### src/rtl/v_issue_pkg.sv
// Shared definitions for the vector issue path: opcode constants and the queue entry layout.
// No logic of its own; the classification helpers are purely combinational.
// Backpressure is not applicable here.
package v_issue_pkg;

  // Width of the instruction word and of each scalar operand carried in an entry.
  localparam int V_XLEN = 32;

  // Major opcodes, taken from instr[6:0], that identify vector memory operations.
  localparam logic [6:0] OPC_VLOAD  = 7'b0000111;
  localparam logic [6:0] OPC_VSTORE = 7'b0100111;

  // One queued vector instruction together with the scalar operands read alongside it.
  typedef struct packed {
    logic [V_XLEN-1:0] instr;
    logic [V_XLEN-1:0] rs1;
    logic [V_XLEN-1:0] rs2;
  } v_issue_entry_t;

  function automatic logic is_vload(input logic [V_XLEN-1:0] instr);
    return instr[6:0] == OPC_VLOAD;
  endfunction

  function automatic logic is_vstore(input logic [V_XLEN-1:0] instr);
    return instr[6:0] == OPC_VSTORE;
  endfunction

endpackage

### src/rtl/v_outstanding_cnt.sv
// Counts outstanding vector memory operations: +1 per issue, -1 per completion, never wraps.
// Latency: one cycle from inc/dec to the updated count, zero and max flags.
// Backpressure: none internally; the owner stops issuing while max_o is high.
module v_outstanding_cnt #(
  parameter int CNT_W = 4
) (
  input  logic             clk,
  input  logic             reset,
  input  logic             inc_i,
  input  logic             dec_i,
  output logic [CNT_W-1:0] cnt_o,
  output logic             zero_o,
  output logic             max_o
);

  localparam logic [CNT_W-1:0] CNT_ONE = CNT_W'(1);

  logic [CNT_W-1:0] cnt_q, cnt_d;
  logic             inc_ok, dec_ok;

  // A completion with nothing outstanding is spurious and is dropped; an issue at max is
  // blocked by the owner's stall, and is also gated here so the counter can never wrap.
  always_comb begin
    dec_ok = dec_i & (cnt_q != '0);
    inc_ok = inc_i & (cnt_q != '1);
    cnt_d  = cnt_q;
    if (inc_ok && !dec_ok) begin
      cnt_d = cnt_q + CNT_ONE;
    end else if (dec_ok && !inc_ok) begin
      cnt_d = cnt_q - CNT_ONE;
    end
  end

  // Counter register with synchronous reset.
  always_ff @(posedge clk) begin
    if (reset) begin
      cnt_q <= '0;
    end else begin
      cnt_q <= cnt_d;
    end
  end

  assign cnt_o  = cnt_q;
  assign zero_o = (cnt_q == '0);
  assign max_o  = (cnt_q == '1);

endmodule

### src/rtl/v_issue_queue.sv
// Buffers vector instructions plus scalar operands from scalar_core and issues them in order to vector_core.
// Latency: a push is visible at the head the next cycle; minimum push-to-pop is one cycle.
// Backpressure: stall when full or when either outstanding load/store counter is saturated; no pop-to-push bypass.
module v_issue_queue
  import v_issue_pkg::*;
#(
  parameter int XLEN  = V_XLEN,
  parameter int DEPTH = 4,
  parameter int CNT_W = 4
) (
  input  logic            clk,
  input  logic            reset,
  input  logic            v_instr_valid_i,
  input  logic [XLEN-1:0] v_instruction_i,
  input  logic [XLEN-1:0] rs1_i,
  input  logic [XLEN-1:0] rs2_i,
  output logic            vector_stall_o,
  output logic            all_v_loads_executed_o,
  output logic            all_v_stores_executed_o,
  output logic            overflow_o,
  output logic            vec_valid_o,
  input  logic            vec_ready_i,
  output logic [XLEN-1:0] vec_instr_o,
  output logic [XLEN-1:0] vec_rs1_o,
  output logic [XLEN-1:0] vec_rs2_o,
  input  logic            v_load_done_i,
  input  logic            v_store_done_i
);

  localparam int               PTR_W    = $clog2(DEPTH);
  localparam logic [PTR_W-1:0] PTR_ONE  = PTR_W'(1);
  localparam logic [PTR_W:0]   CNT_ONE  = (PTR_W + 1)'(1);
  localparam logic [PTR_W:0]   FULL_CNT = (PTR_W + 1)'(DEPTH);

  v_issue_entry_t   mem_q [DEPTH];
  v_issue_entry_t   head_entry;
  logic [PTR_W-1:0] wr_ptr_q, wr_ptr_d;
  logic [PTR_W-1:0] rd_ptr_q, rd_ptr_d;
  logic [PTR_W:0]   count_q, count_d;
  logic             overflow_q, overflow_d;
  logic             push, pop, push_ld, push_st;
  logic             ld_zero, ld_max, st_zero, st_max;
  logic [CNT_W-1:0] ld_cnt, st_cnt;

  // Stall looks only at registered state so the scalar core sees a clean, early signal.
  assign vector_stall_o = (count_q == FULL_CNT) | ld_max | st_max;
  assign vec_valid_o    = (count_q != '0);
  assign push           = v_instr_valid_i & ~vector_stall_o;
  assign pop            = vec_valid_o & vec_ready_i;
  assign push_ld        = push & is_vload(v_instruction_i);
  assign push_st        = push & is_vstore(v_instruction_i);

  // Pointer, occupancy and sticky-overflow next state.
  always_comb begin
    wr_ptr_d   = wr_ptr_q;
    rd_ptr_d   = rd_ptr_q;
    count_d    = count_q;
    overflow_d = overflow_q | (v_instr_valid_i & vector_stall_o);
    if (push) wr_ptr_d = wr_ptr_q + PTR_ONE;
    if (pop)  rd_ptr_d = rd_ptr_q + PTR_ONE;
    case ({push, pop})
      2'b10:   count_d = count_q + CNT_ONE;
      2'b01:   count_d = count_q - CNT_ONE;
      default: count_d = count_q;
    endcase
  end

  // Control state with synchronous reset; a push or pop during reset is discarded.
  always_ff @(posedge clk) begin
    if (reset) begin
      wr_ptr_q   <= '0;
      rd_ptr_q   <= '0;
      count_q    <= '0;
      overflow_q <= 1'b0;
    end else begin
      wr_ptr_q   <= wr_ptr_d;
      rd_ptr_q   <= rd_ptr_d;
      count_q    <= count_d;
      overflow_q <= overflow_d;
    end
  end

  // Entry storage; contents are don't-care until the slot is counted as occupied.
  always_ff @(posedge clk) begin
    if (push) begin
      mem_q[wr_ptr_q] <= '{instr: v_instruction_i, rs1: rs1_i, rs2: rs2_i};
    end
  end

  // Head entry is read straight from the array, so it holds steady while the consumer stalls.
  assign head_entry  = mem_q[rd_ptr_q];
  assign vec_instr_o = head_entry.instr;
  assign vec_rs1_o   = head_entry.rs1;
  assign vec_rs2_o   = head_entry.rs2;
  assign overflow_o  = overflow_q;

  // Loads are counted from issue into the queue until the vector core reports completion.
  v_outstanding_cnt #(.CNT_W(CNT_W)) u_ld_cnt (
    .clk    (clk),
    .reset  (reset),
    .inc_i  (push_ld),
    .dec_i  (v_load_done_i),
    .cnt_o  (ld_cnt),
    .zero_o (ld_zero),
    .max_o  (ld_max)
  );

  // Stores follow the same rule as loads.
  v_outstanding_cnt #(.CNT_W(CNT_W)) u_st_cnt (
    .clk    (clk),
    .reset  (reset),
    .inc_i  (push_st),
    .dec_i  (v_store_done_i),
    .cnt_o  (st_cnt),
    .zero_o (st_zero),
    .max_o  (st_max)
  );

  assign all_v_loads_executed_o  = ld_zero;
  assign all_v_stores_executed_o = st_zero;

endmodule

### config.mk
export PLATFORM = sky130hd
export DESIGN_NAME = v_issue_queue
export DESIGN_NICKNAME = d
export VERILOG_FILES = /design/src/rtl/v_issue_pkg.sv /design/src/rtl/v_outstanding_cnt.sv /design/src/rtl/v_issue_queue.sv
export SDC_FILE = /design/constraint.sdc
export NUM_CORES = 1
export LEC_CHECK = 0
export BUFFER_PORTS_ARGS = -buffer_cell sky130_fd_sc_hd__buf_2
export CAP_MARGIN = 30
export CORE_UTILIZATION = 35
export DETAILED_ROUTE_END_ITERATION = 7
export GPL_TIMING_DRIVEN = 0
export HOLD_SLACK_MARGIN = 0.03
export PLACE_DENSITY = 0.61
export SLEW_MARGIN = 20
export SYNTH_ARGS = -nofsm -noshare
export SYNTH_HDL_FRONTEND = slang
export SYNTH_HIERARCHICAL = 1
export SYNTH_SLANG_ARGS = --single-unit
### constraint.sdc
create_clock -name clk -period 7.3 [get_ports clk]
set_clock_uncertainty 0.15 [all_clocks]
set_input_delay 0.365 -clock clk [delete_from_list [all_inputs] [get_ports clk]]
set_output_delay 0.365 -clock clk [all_outputs]
set_load 0.005 [all_outputs]
==> summary.md, run 1 <==
| Metric | Value |
|---|---|
| Mux cell area share after synthesis | `0.149` |
| CP max stage cell | `nor4b_4` |
| GRT Overall Usage | `0.141` |
| Post-synth ARST share | `0` |
| Die X | `approximately 210 um` |
| R2R Setup Slk | `slightly below 4 ns` |
| Yosys cell types | `37` |
| Ys Warns | `6` |
| CTS H-tree lvls | `2` |
| Placement Rows | `75` |
| Worst VDD drop | `0.216 mV` |
| Initial antenna violation count | `3` |
| Setup crit start | `u_ld_cnt/cnt_o[0]` |
| Setup TNS after final layout | `0 ns` |
| Wire length per cell | `approximately 20 um` |
| Post-Synth Simple-Gate Area | `0.0189` |
| Hold WS | `0.0981 ns` |
| Largest family of logic cells by synthesized area | `multiplexers` |
| Most frequent cells in the layout | `384 x edfxtp_1, 213 x buf_2, 98 x dlygate4sd3_1` |
| Ports | `between 200 and 250` |
| Worst r2r src | `u_ld_cnt/cnt_o[0]` |
| Layout cells sized above 1 | `0.393` |
| Post-Synth XOR/XNOR Area | `0.00467` |
| Gr ovfl total | `0` |
| Cts bufs inserted | `42` |
| Number of global-route vias before repair | `around 8000` |
| Hold path startpoint | `vec_ready_i` |
| Register area | `between 10000 and 15000 um^2` |
| Clock sink count | `approximately 400` |
| # setup viols final | `0` |
| Max Root-Sink Buffers | `3` |
| First-pass GRT wire length | `between 40 and 50 mm` |
| Post-route ant nets | `0` |
| Critical Path Fanout Max | `9` |
| Max Clock Freq | `about 300 MHz` |
| Crit path time final | `roughly 3.4 ns` |
| GP Congestion | `about 0.68` |
| Syn_area_per_cell | `~24 um^2` |
| Number of synthesized register bits | `402` |
| Commonest non-fill, non-tap cell in the layout | `edfxtp_1` |
| I/O Buffers | `202` |
| Drt pass-1 iters | `6` |
| Multi-input logic area | `approximately 2900 um^2` |
| Synth Area in Compound Gates | `0.00693` |
| CTS tree | `done` |
| Hold Path End | `rd_ptr_q[0]` |
| Post-synthesis sequential area ratio | `0.793` |
| Post-synth EDFFs | `about 380` |
| Post-CTS setup buffer count | `0` |
| DP HPWL | `roughly 18 mm` |
| Final worst path period share | `0.462` |
| Core footprint | `about 42000 um^2` |
| Synthesis-to-layout area growth | `27.8%` |
| Post-Syn Area | `15000 um^2` |
| Overall routed net length | `30.2 mm` |
| PwrDens | `roughly 330 nW/um^2` |
| Max_cap viols | `0` |
| Relative slew margins | `0.400` |
| Initial Util | `0.356` |
| DR vias/cell | `4.80` |
| Worst Path Arrival | `about 3.7 ns` |
| CP peak stage delay | `approximately 0.57 ns` |
| Setup ws final | `between 3 and 4 ns` |
| Fill count | `between 3000 and 4000` |
| P_leak | `about 6.5 nW` |
| Critical path cell sequence | `and4_1, nor4b_4, and3_2, nor2b_1, ha_1, inv_1, ha_1, a21oi_1, a211oi_2, a31oi_1, mux2_1` |
| Status | `complete, no violations` |
| Largest net degree at the start of global routing | `44` |
| Clk Latency, worst-skew pair | `approximately 0.55 ns` |
| NumNets Final | `approximately 1100` |
| Net Count, Synth | `approximately 740` |
| Total Power | `6.32 mW` |
| Type of element launching the critical path | `register` |
| RSZ-0062 raised after global routing | `false` |
| Top_reg_cell synth | `edfxtp_1` |
| # DRC | `0` |
| Hold Vio Cnt, Final | `0` |
| RR Endpoint | `u_st_cnt/cnt_o[3]` |
| Reg clk slew, reported paths | `about 0.060 ns` |
| Final core occ | `0.455` |
| First DRT Iteration DRCs | `around 380` |
| Pins Over Slew Limit | `0` |
| Top cell by count, worst path | `ha_1` |
| Worst hold-check path type | `input pin to register` |
| Post-Synth Adder-Cell Area | `0.0132` |
| CP Capture Type | `register` |
| Setup CP Type | `register to register` |
| Hold path depth | `4` |
| Reg2Reg Depth | `11` |
| Worst Path Required | `between 7 and 8 ns` |
| Die Span Y | `209 um` |
| Syn Inst Count | `~620` |
| Dpl ws | `between 3 and 4 ns` |
| Via count | `7411` |
| CTS root buffer | `clkbuf_16` |
| Slew of the pin with the lowest slew margin | `about 0.9 ns` |
| DIE AREA | `between 40000 and 50000 um^2` |
-- kinds of logic (layout without fill, tap and decap cells) --
kind of cell | Yosys count | after routing
xor gates and xnor gates | 8 | 8
DFF | 402 | 402
AOI/OAI and AO/OA | 15 | 15
and+or+nand+nor | 47 | 47
other | 0 | 3
adders and majority gates | 14 | 14
muxes | 102 | 102
buffers and inverters | 34 | 414
-- flip-flops by register name, summed over array words and instances (netlist names), named ones only --
signal / cells
u_st_cnt/cnt_o: 4
u_ld_cnt/cnt_o: 4
mem_q: 384
rd_ptr_q: 2
wr_ptr_q: 2
count_q: 3
overflow_o: 1
-- timing repair --
item                                   CTS  global route
resized for setup                        0             0
hold buffers                            98             0
endpoints found under the hold margin  391             0
-- synth_stat cells, types with 3 or more instances --
cell      instances  share of area
clkbuf_1          6         0.0015
fa_1              3         0.0040
and2_2            4         0.0020
buf_6             6         0.0045
mux4_2           96           0.14
mux2i_1           3         0.0020
dfxtp_1          18          0.024
inv_1             9         0.0023
ha_1             11         0.0092
a21oi_1           7         0.0023
nand2b_1          4         0.0017
edfxtp_1        384           0.77
nor2_1           20         0.0050
nor2b_1           4         0.0017
xor2_1            5         0.0029
xnor2_1           3         0.0018
buf_2            11         0.0037
-- metal layers --
metal	GRT usage	part of all wire	vias up
met3	0.0412	0.063	40
met2	0.233	0.49	197
li1	-	-	3327
met1	0.179	0.43	3847
met4	0.0418	0.018	0
met5	0	0	-
-- where the power goes --
part / switching [mW] / total (mW) / leakage, nW / internal (mW)
registers: 0.0650 / 2.85 / 3.67 / 2.78
clock network: 0.825 / 1.99 / 0.624 / 1.17
logic: 0.705 / 1.48 / 2.25 / 0.772
-- per-stage QoR --
stage	cell area (um^2)	instances
final	19200	1544
after global routing	19200	1544
after CTS	19200	1541
after detailed placement	16900	1371
after global placement	16700	1363
after floorplan	15000	622
-- layout make-up --
cell class | count | share of cell area
clock buffers | 61 | 0.0624
clock inverters | 11 | 0.00451
plain buffers | 25 | 0.00966
multi-input cells | 186 | 0.151
inverters | 9 | 0.00176
diodes | 3 | 0.000392
repair buffers | 308 | 0.115
flip-flops and latches | 402 | 0.621
well taps | 539 | 0.0352
-- worst max-delay path by stage --
stage,to,slack (ns),depth (start not counted)
after floorplan,u_ld_cnt/cnt_o[3],4.36,11
after global placement,mem_q[1][44],3.13,3
after detailed placement,u_st_cnt/cnt_o[3],3.96,11
after CTS,u_st_cnt/cnt_o[3],3.94,11
after global routing,u_st_cnt/cnt_o[3],3.66,11
final,u_st_cnt/cnt_o[3],3.93,11
-- critical path, delay by kind of cell (launching register included) --
family / cells / cell delay, ns
fa+ha+maj: 2 / 0.52
flops: 1 / 0.37
mux: 1 / 0.34
simple gates: 4 / 1.25
buf+inv: 1 / 0.10
compound gates: 3 / 0.54
No activity file was read; power rests on OpenSTA's default activity.
==> inputs of run 2 (changes only) <==
==> constraint.sdc (replaced) <==
create_clock -name clk -period 3.11 [get_ports clk]
set_clock_uncertainty 0.15 [all_clocks]
set_input_delay 0.1555 -clock clk [delete_from_list [all_inputs] [get_ports clk]]
set_output_delay 0.1555 -clock clk [all_outputs]
set_load 0.005 [all_outputs]
==> run 2 against run 1 <==
  * Register-to-register slack worse by 3.7 ns
  * Count of clock-buffer cells in the layout stayed put
  * Largest power group unchanged
  * Global-route usage hardly changed
  * Total power is 140% higher
  * Critical endpoint unchanged
  * Fmax is 17% higher
==> summary.md, run 2 (synthesized netlist as in run 1, its figures left out) <==
| Metric | Value |
|---|---|
| Drt pass-1 iters | `6 (unchanged)` |
| Worst VDD drop | `0.509 mV (+140%)` |
| Gr ovfl total | `0 (unchanged)` |
| Hold Vio Cnt, Final | `0 (unchanged)` |
| Synthesis-to-layout area growth | `28.2%` |
| Number of global-route vias before repair | `8010 (+0.14%)` |
| Via count | `7425 (+0.19%)` |
| Type of element launching the critical path | `register` |
| DP HPWL | `18.3 mm (unchanged)` |
| Initial Util | `0.356 (unchanged)` |
| Max reg flops | `384 (unchanged)` |
| CTS H-tree lvls | `2 (unchanged)` |
| Critical Path Fanout Max | `5 (-4)` |
| Clock sink count | `402 (unchanged)` |
| PwrDens | `773 nW/um^2 (+130%)` |
| Wire length per cell | `19.6 um (about the same)` |
| Die X | `209 um (unchanged)` |
| Initial antenna violation count | `3 (unchanged)` |
| Hold path depth | `6 (+2)` |
| Die Span Y | `209 um (unchanged)` |
| CP Capture Type | `register` |
| Ports | `203 (unchanged)` |
| Dpl ws | `-0.233 ns (-4.19 ns)` |
| Status | `complete, no violations` |
| Max Clock Freq | `346 MHz (+17%)` |
| RSZ-0062 raised after global routing | `false` |
| Hold WS | `0.0823 ns (-0.0158 ns)` |
| CTS tree | `done` |
| Setup CP Type | `register to register` |
| # DRC | `0 (unchanged)` |
| Core footprint | `42100 um^2 (unchanged)` |
| Overall routed net length | `30.3 mm (+0.15%)` |
| GP Congestion | `0.675 (unchanged)` |
| Pins Over Slew Limit | `0 (unchanged)` |
| First-pass GRT wire length | `46.3 mm (+0.13%)` |
| Most frequent cells in the layout | `384 x edfxtp_1, 213 x buf_2, 99 x dlygate4sd3_1` |
| CTS root buffer | `clkbuf_16` |
| Cts bufs inserted | `42 (unchanged)` |
| Max_cap viols | `0 (unchanged)` |
| Total Power | `14.9 mW (+140%)` |
| I/O Buffers | `202 (unchanged)` |
| Worst Path Arrival | `3.17 ns (-0.48 ns)` |
| Delay-heaviest family, CP | `simple AND/OR/NAND/NOR gates` |
| CP peak stage delay | `0.36 ns (-0.21 ns)` |
| First DRT Iteration DRCs | `357 (-5.6%)` |
| Post-route ant nets | `0 (unchanged)` |
| Max Root-Sink Buffers | `3 (unchanged)` |
| Commonest non-fill, non-tap cell in the layout | `edfxtp_1` |
| Register name with the most flops | `mem_q` |
| P_leak | `6.56 nW (+0.26%)` |
| Placement Rows | `75 (unchanged)` |
| Relative slew margins | `0.418 (+0.0183)` |
| Crit path time final | `2.89 ns (-0.482 ns)` |
| Reg clk slew, reported paths | `0.06 ns (about the same)` |
| Crit path buffers/inverters | `2 (+1)` |
| Slew of the pin with the lowest slew margin | `0.873 ns (-0.0275 ns)` |
| DR vias/cell | `4.80 (about the same)` |
| NumNets Final | `1093 (+0.28%)` |
| Final worst path period share | `0.929 (+0.467)` |
| Worst hold-check path type | `input pin to register` |
| Critical path cell sequence | `and4_2, nor4b_4, and3_2, nor2b_1, ha_1, inv_1, ha_4, a21oi_2, buf_4, a31oi_1, mux2_1` |
| Clk Latency, worst-skew pair | `0.55 ns (about the same)` |
| Setup ws final | `0.221 ns (-3.71 ns)` |
| Layout cells sized above 1 | `0.400 (+0.00679)` |
| CP max stage cell | `dfxtp_1` |
| Reg2Reg Depth | `11 (unchanged)` |
| DIE AREA | `43700 um^2 (unchanged)` |
| GRT Overall Usage | `0.141 (+0.000167)` |
| # setup viols final | `0 (unchanged)` |
| Worst Path Required | `3.39 ns (-4.19 ns)` |
| Levels on crit path | `11 (unchanged)` |
| Largest net degree at the start of global routing | `44 (unchanged)` |
run 2: area by class of cell:
class / count / area [um^2]
sequential: 402 / 11900
multi-input combinational: 186 / 2930
buffer: 25 / 185
clock inverter: 11 / 86.3
fill: 3568 / 22900
timing repair buffer: 311 / 2220
inverter: 9 / 33.8
antenna: 3 / 7.51
clock buffer: 61 / 1190
tap: 539 / 674
run 2: through the flow:
step | setup TNS [ns] | area (um^2) | util | std cells
floorplan | 0 | 15000 | - | 622
global placement | -394.77 | 16700 | 0.396 | 1363
detailed placement | -0.422 | 16900 | 0.401 | 1371
CTS | 0 | 19200 | 0.455 | 1543
global route | 0 | 19200 | 0.456 | 1547
finish | 0 | 19200 | 0.456 | 1547
run 2: tightest hold or removal path: stages:
cell	delay, ns
buf_2	0.09
nand2b_1	0.06
ha_1	0.17
buf_12	0.12
a21oi_1	0.06
nor2_1	0.07
run 2: worst paths after layout:
kind	end	slack, ns	from
worst max-delay path	u_st_cnt/cnt_o[3]	0.22	u_ld_cnt/cnt_o[1]
worst min-delay path	u_st_cnt/cnt_o[2]	0.08	v_store_done_i
worst max register to register	u_st_cnt/cnt_o[3]	0.22	u_ld_cnt/cnt_o[1]
worst min register to register	overflow_o	0.31	overflow_o
run 2: report_power, final:
part / leakage [nW] / internal (mW) / switching (mW) / total, mW
clock network: 0.624 / 2.74 / 1.94 / 4.68
logic: 2.26 / 1.83 / 1.66 / 3.49
registers: 3.67 / 6.53 / 0.156 / 6.68
total: 6.56 / 11.1 / 3.75 / 14.9
run 2: what timing repair did:
action	CTS	global route
resized for setup	0	6
hold buffers	99	0
gates cloned	0	0
endpoints found under the setup margin	2	2
setup buffers	1	1
endpoints found under the hold margin	400	0
pin swaps	1	3
run 2: routing by layer:
layer / vias to the layer above / track usage / wire length (um)
met5: - / 0 / 0
met4: 0 / 0.0418 / 557
met3: 40 / 0.0410 / 1860
met2: 201 / 0.234 / 14900
met1: 3851 / 0.180 / 12900
li1: 3333 / - / -
